### config.mk
export PLATFORM = sky130hd
export DESIGN_NAME = h264nzstore
export DESIGN_NICKNAME = d
export VERILOG_FILES = /design/src/rtl/h264nzstore.sv
export SDC_FILE = /design/constraint.sdc
export NUM_CORES = 2
export LEC_CHECK = 0
export ABC_AREA = 1
export BUFFER_PORTS_ARGS = -buffer_cell sky130_fd_sc_hd__buf_4
export CAP_MARGIN = 20
export CORE_MARGIN = 1
export CORE_UTILIZATION = 60
export CTS_CLUSTER_DIAMETER = 60
export DETAILED_ROUTE_END_ITERATION = 6
export GPL_TIMING_DRIVEN = 1
export PLACE_DENSITY = 0.76
export SLEW_MARGIN = 20
export SYNTH_ARGS = -nofsm -noshare
export SYNTH_HDL_FRONTEND = slang
export SYNTH_MEMORY_MAX_BITS = 65536
export SYNTH_SLANG_ARGS = --single-unit
### constraint.sdc
create_clock -name CLK -period 11.9 [get_ports CLK]
set_input_delay 0 -clock CLK [delete_from_list [all_inputs] [get_ports CLK]]
set_output_delay 0 -clock CLK [all_outputs]
set_load 0.01 [all_outputs]
### src/rtl/h264nzstore.sv
// total_coeff context store for CAVLC: keeps the current-MB, left-column and top-line nC sources and
// predicts nC for block (NX,NY). Define H264NZ_NINREG_EN for a registered NIN (1-cycle latency).
module h264nzstore #(
    parameter int unsigned MAXMBW = 120
) (
    input  logic       CLK,
    input  logic       NRESET,
    input  logic       NEWLINE,
    input  logic [2:0] NX,
    input  logic [2:0] NY,
    input  logic [1:0] NV,
    input  logic       NLOAD,
    input  logic [4:0] NOUT,
    input  logic       NXINC,
    output logic [4:0] NIN
);

    localparam int unsigned NW     = 5;
    localparam int unsigned CUR_N  = 24;
    localparam int unsigned SIDE_N = 8;
    localparam int unsigned MBXW   = (MAXMBW > 1) ? $clog2(MAXMBW) : 1;
    localparam logic [MBXW-1:0] MBX_MAX = MBXW'(MAXMBW - 1);

    // Current MB: luma at {y,x}, chroma at 16+{plane,y,x}
    logic [NW-1:0]   cur      [CUR_N];
    logic [NW-1:0]   cur_eff  [CUR_N];
    // Left column / top row: luma at y (or x), chroma at 4+{plane,y (or x)}
    logic [NW-1:0]   left_st  [SIDE_N];
    logic [NW-1:0]   top_mem  [MAXMBW][SIDE_N];
    logic [MBXW-1:0] mbx;

    logic            chroma;
    logic            plane;
    logic [4:0]      wr_idx;
    logic            x_gt0;
    logic            y_gt0;
    logic [1:0]      lx;
    logic [1:0]      ty;
    logic [2:0]      left_idx;
    logic [2:0]      top_idx;
    logic [NW-1:0]   l_val;
    logic [NW-1:0]   t_val;
    logic [5:0]      sum;
    logic [NW-1:0]   nc_c;

    function automatic logic [4:0] blk_idx(input logic c, input logic p,
                                           input logic [1:0] x, input logic [1:0] y);
        if (c) begin
            return 5'd16 + 5'({p, y[0], x[0]});
        end
        return 5'({1'b0, y, x});
    endfunction

    assign chroma = NX[2] & NY[2];
    assign plane  = NX[1];
    assign wr_idx = blk_idx(chroma, plane, NX[1:0], NY[1:0]);

    // Store view with this cycle's NLOAD applied, shared by lookup and NXINC copies
    always_comb begin
        cur_eff = cur;
        if (NLOAD) begin
            cur_eff[wr_idx] = NOUT;
        end
    end

    always_comb begin
        x_gt0    = chroma ? NX[0] : (NX[1:0] != 2'd0);
        y_gt0    = chroma ? NY[0] : (NY[1:0] != 2'd0);
        lx       = chroma ? 2'd0 : (NX[1:0] - 2'd1);
        ty       = chroma ? 2'd0 : (NY[1:0] - 2'd1);
        left_idx = chroma ? {1'b1, plane, NY[0]} : {1'b0, NY[1:0]};
        top_idx  = chroma ? {1'b1, plane, NX[0]} : {1'b0, NX[1:0]};
        l_val    = x_gt0 ? cur_eff[blk_idx(chroma, plane, lx, NY[1:0])] : left_st[left_idx];
        t_val    = y_gt0 ? cur_eff[blk_idx(chroma, plane, NX[1:0], ty)] : top_mem[mbx][top_idx];
        sum      = 6'(l_val) + 6'(t_val) + 6'd1;
        nc_c     = '0;
        case (NV)
            2'b01:   nc_c = l_val;
            2'b10:   nc_c = t_val;
            2'b11:   nc_c = NW'(sum >> 1);
            default: nc_c = '0;
        endcase
    end

    // Current MB, left column and macroblock position
    always_ff @(posedge CLK) begin
        if (!NRESET) begin
            mbx <= '0;
            for (int i = 0; i < int'(CUR_N); i++) begin
                cur[i] <= '0;
            end
            for (int i = 0; i < int'(SIDE_N); i++) begin
                left_st[i] <= '0;
            end
        end else begin
            if (NLOAD) begin
                cur[wr_idx] <= NOUT;
            end
            if (NXINC) begin
                for (int i = 0; i < 4; i++) begin
                    left_st[3'(i)]     <= cur_eff[5'(4 * i + 3)];
                    left_st[3'(4 + i)] <= cur_eff[5'(16 + 2 * i + 1)];
                end
            end
            if (NEWLINE) begin
                mbx <= '0;
            end else if (NXINC && (mbx != MBX_MAX)) begin
                mbx <= mbx + MBXW'(1);
            end
        end
    end

    // Bottom row into the line buffer at the pre-increment mbx; contents never reset
    always_ff @(posedge CLK) begin
        if (NRESET && NXINC) begin
            for (int i = 0; i < 4; i++) begin
                top_mem[mbx][3'(i)]     <= cur_eff[5'(12 + i)];
                top_mem[mbx][3'(4 + i)] <= cur_eff[5'(18 + 4 * (i / 2) + (i % 2))];
            end
        end
    end

`ifdef H264NZ_NINREG_EN
    always_ff @(posedge CLK) begin
        if (!NRESET) begin
            NIN <= '0;
        end else begin
            NIN <= nc_c;
        end
    end
`else
    always_comb begin
        NIN = '0;
        if (NRESET) begin
            NIN = nc_c;
        end
    end
`endif

endmodule

==> run_results.csv <==
group,metric,value,unit
worst_setup_path,reg2reg_from,"mbx[4]",
power,swShare,0.220,
cts,clock_sinks,2554,
worst_setup_path,r2r_slack,8.48,ns
route,vias_per_cell,6.46,
worst_setup_path,critPathMaxFanout,202,
cts,clkLatencyLatePin,0.90,ns
finish,syn2layout_area_growth,9.54,%
cts,clk_pin_slew,0.06,ns
worst_setup_path,timing.rr.end,"top_mem[86][7]",
route,dr_total_vias,72176,
floorplan,fp.dieW,419,µm
worst_setup_path,cp_data_required_time,11.90,ns
floorplan,floorplan.initialDensity,0.606,
yosys,yosysWarnings,0,
sta,max_freq,127,MHz
finish,final_nets,8696,
sta,worst_pin_slew,1.16,ns
floorplan,boundaryPins,23,
power,pwr-share-seq,0.542,
sta,finalSetupTns,0,ns
yosys,avgSynthCellArea,11.8,µm²
route,routed_wl,286000,µm
floorplan,coreArea,172000,µm²
global_route,grt_pass1_wl,423000,µm
cts,numCtsBuffers,237,
sta,rsz0062_at_grt,"no",
yosys,ys_seq_elements,2554,
worst_setup_path,cp-end-kind,"output port",
power,intPower,14.1,mW
power,leakagePower,39.1,nW
hold_path,min_path_type,"input pin to register",
finish,drive_above_1_share,0.0832,
yosys,ys_seq_area_frac,0.723,
global_route,grt_usage,0.323,
power,p_total,18.1,mW
sta,fin_crit_sh,0.661,
route,drtAntennaViolNets,0,
sta,maxSlewViolCount,0,
power,combPwrFrac,0.048,
route,wl_per_cell,25.6,µm
worst_setup_path,crit_end,"NIN[4]",
worst_setup_path,start_kind,"register",
global_route,gr-total-overflow,0,
cts,cts_max_level,4,
placed_design,gp_congestion,0.930,
floorplan,dieArea,175000,µm²
finish,diodes,0,
route,dr.pass1.iters,7,
route,drc,0,
global_route,antenna_found_initial,5,
power,switchingPower,3.98,mW
power,irDropWorstVdd,0.127,mV
floorplan,die_y,419,µm
sta,finalWorstPathRequiredPeriod,7.86,ns
global_route,grt_max_degree,214,
status,outcome,"complete, no violations",
yosys,synthDistinctLibCells,47,
power,pwr-share-clk,0.410,
route,drtIter0Drc,11415,
worst_setup_path,worstPathArrival,7.86,ns
yosys,async_flop_share,0,
yosys,syn_nets,8833,
sta,slew_headroom,0.227,
cts,cts_root_buffer,"clkbuf_16",
yosys,netlist_area,104000,µm²
yosys,synth_edf_count,2420,
sta,hold_violations,0,
cts,cts_setup_buffers,0,
yosys,synth_cells,8807,
cts,cts_tree,"done",
power,power_density,158,nW/µm²
sta,setup_viol,0,
sta,fin_skew,0.0346,ns
placed_design,port_buffers,22,
worst_setup_path,critPathKind,"register to output port",
cts,cts_max_path_buffers,3,
floorplan,rows,152,
flow_run,maxCapViolCount,0,
worst_setup_path,r2r_cells,4,
placed_design,dp_hpwl,153000,µm
yosys,synth-main-ff-cell,"edfxtp_1",
global_route,grt_pass1_vias,67870,
==> state kept, by name, summed over array words and instances, names as in the netlist, named ones only <==
register  flops
top_mem    2400
cur         120
left_st      20
mbx           7
==> cell usage after synthesis (3+ instances only) <==
master | number | share of area
nand2_4 | 4 | 0.00043
inv_2 | 10 | 0.00036
o21ai_1 | 51 | 0.0024
nand4_1 | 6 | 0.00036
buf_6 | 11 | 0.0012
edfxtp_1 | 2420 | 0.70
o31ai_1 | 4 | 0.00029
nor2_1 | 1410 | 0.051
nand3_2 | 7 | 0.00067
clkbuf_1 | 241 | 0.0087
clkinv_1 | 3 | 0.00011
o21ai_2 | 7 | 0.00059
nand2_2 | 10 | 0.00060
ha_1 | 7 | 0.00084
o21ai_0 | 1133 | 0.054
buf_2 | 223 | 0.011
nand3_1 | 818 | 0.039
a21oi_1 | 98 | 0.0047
o211ai_1 | 74 | 0.0053
o21a_1 | 29 | 0.0021
nand2_1 | 1232 | 0.044
and2_1 | 11 | 0.00066
inv_1 | 209 | 0.0075
o22ai_1 | 430 | 0.026
nor3_1 | 11 | 0.00053
nor2_4 | 4 | 0.00043
a21oi_2 | 4 | 0.00034
nor2_2 | 4 | 0.00024
o221ai_1 | 47 | 0.0039
dfxtp_1 | 134 | 0.026
buf_1 | 55 | 0.0020
buf_4 | 78 | 0.0056
==> worst max-delay path, stage by stage, from the launching register on <==
cell      delay (ns)
dfxtp_4         0.76
buf_4           0.79
buf_12          0.66
buf_4           0.95
o21ai_0         0.28
o22ai_1         0.26
nand2_1         0.08
nand2_1         0.07
nand2_1         0.05
nand3_1         0.11
nand2_1         0.06
nand2_1         0.17
nand3_1         0.27
nand3_1         0.18
nand3_1         0.08
nand3_1         0.44
and2_1          0.21
ha_1            0.27
a21oi_1         0.26
nor3_1          0.07
a211oi_1        0.17
a21oi_1         0.09
o21a_1          0.21
buf_4           0.15
==> layout by cell type, fill, tap and decap left out, drive strengths merged, types with 74 or more instances in the layout <==
cell type	instances
a21oi	102
clkinv	127
dfxtp	134
nand2	1246
clkbuf	287
edfxtp	2420
nor2	1419
nand3	825
inv	223
o211ai	74
o21ai	1191
o22ai	430
buf	210
==> stage by stage <==
step	util	setup slack [ns]	instance area [µm²]	hold WS, ns	instances
after floorplan	-	7.79	104000	0.112	8807
after global placement	0.618	5.35	106000	0.285	10719
after detailed placement	0.618	5.26	106000	0.289	10719
after CTS	0.663	4.28	114000	0.101	11179
after global routing	0.663	3.66	114000	0.184	11179
final	0.663	4.04	114000	0.154	11179
==> power by group through the flow <==
stage	Sequential (mW)	Clock [mW]	Combinational [mW]
floorplan	9.99	0	0.567
global placement	9.99	0	0.822
detailed placement	9.99	0	0.839
CTS	9.80	7.45	0.850
global route	9.79	7.78	0.937
finish	9.80	7.41	0.871
==> cell families after synthesis <==
family | Yosys count | synth area share
XOR/XNOR | 1 | 0.0000840
flip-flops | 2554 | 0.723
buffers and inverters | 831 | 0.0362
adder cells (fa/ha/maj) | 8 | 0.00103
AO/OA/AOI/OAI | 1888 | 0.101
AND/OR/NAND/NOR | 3525 | 0.139
==> worst min-delay path by stage <==
stage | start | endpoint | slack, ns | depth (start not counted)
global placement | NRESET | cur[87] | 0.28 | 2
finish | NOUT[3] | cur[43] | 0.15 | 4
detailed placement | NRESET | cur[87] | 0.29 | 2
floorplan | NRESET | NIN[4] | 0.11 | 1
global route | NOUT[3] | cur[43] | 0.18 | 4
CTS | NOUT[3] | cur[43] | 0.10 | 4
==> cell type report <==
class                   instances  area, µm²
fillers                     11967      57900
clock buffers                 287       6160
flip-flops and latches       2554      75400
inverters                     223        913
multi-input cells            5422      25600
well taps                    2310       2890
repair buffers                232       1880
clock inverters               151       1390
==> routing by layer <==
metal	vias up	GRT usage	wire, µm
li1	31487	-	-
met1	34829	0.446	105000
met2	5034	0.501	133000
met3	820	0.0576	33900
met4	6	0.152	14200
met5	-	0	44
==> timing repair <==
action                    in CTS  in global routing
hold endpoints to repair     269                  0
resized for setup              0                  0
hold buffers                  22                  0
(Power assumes the default switching activity.)
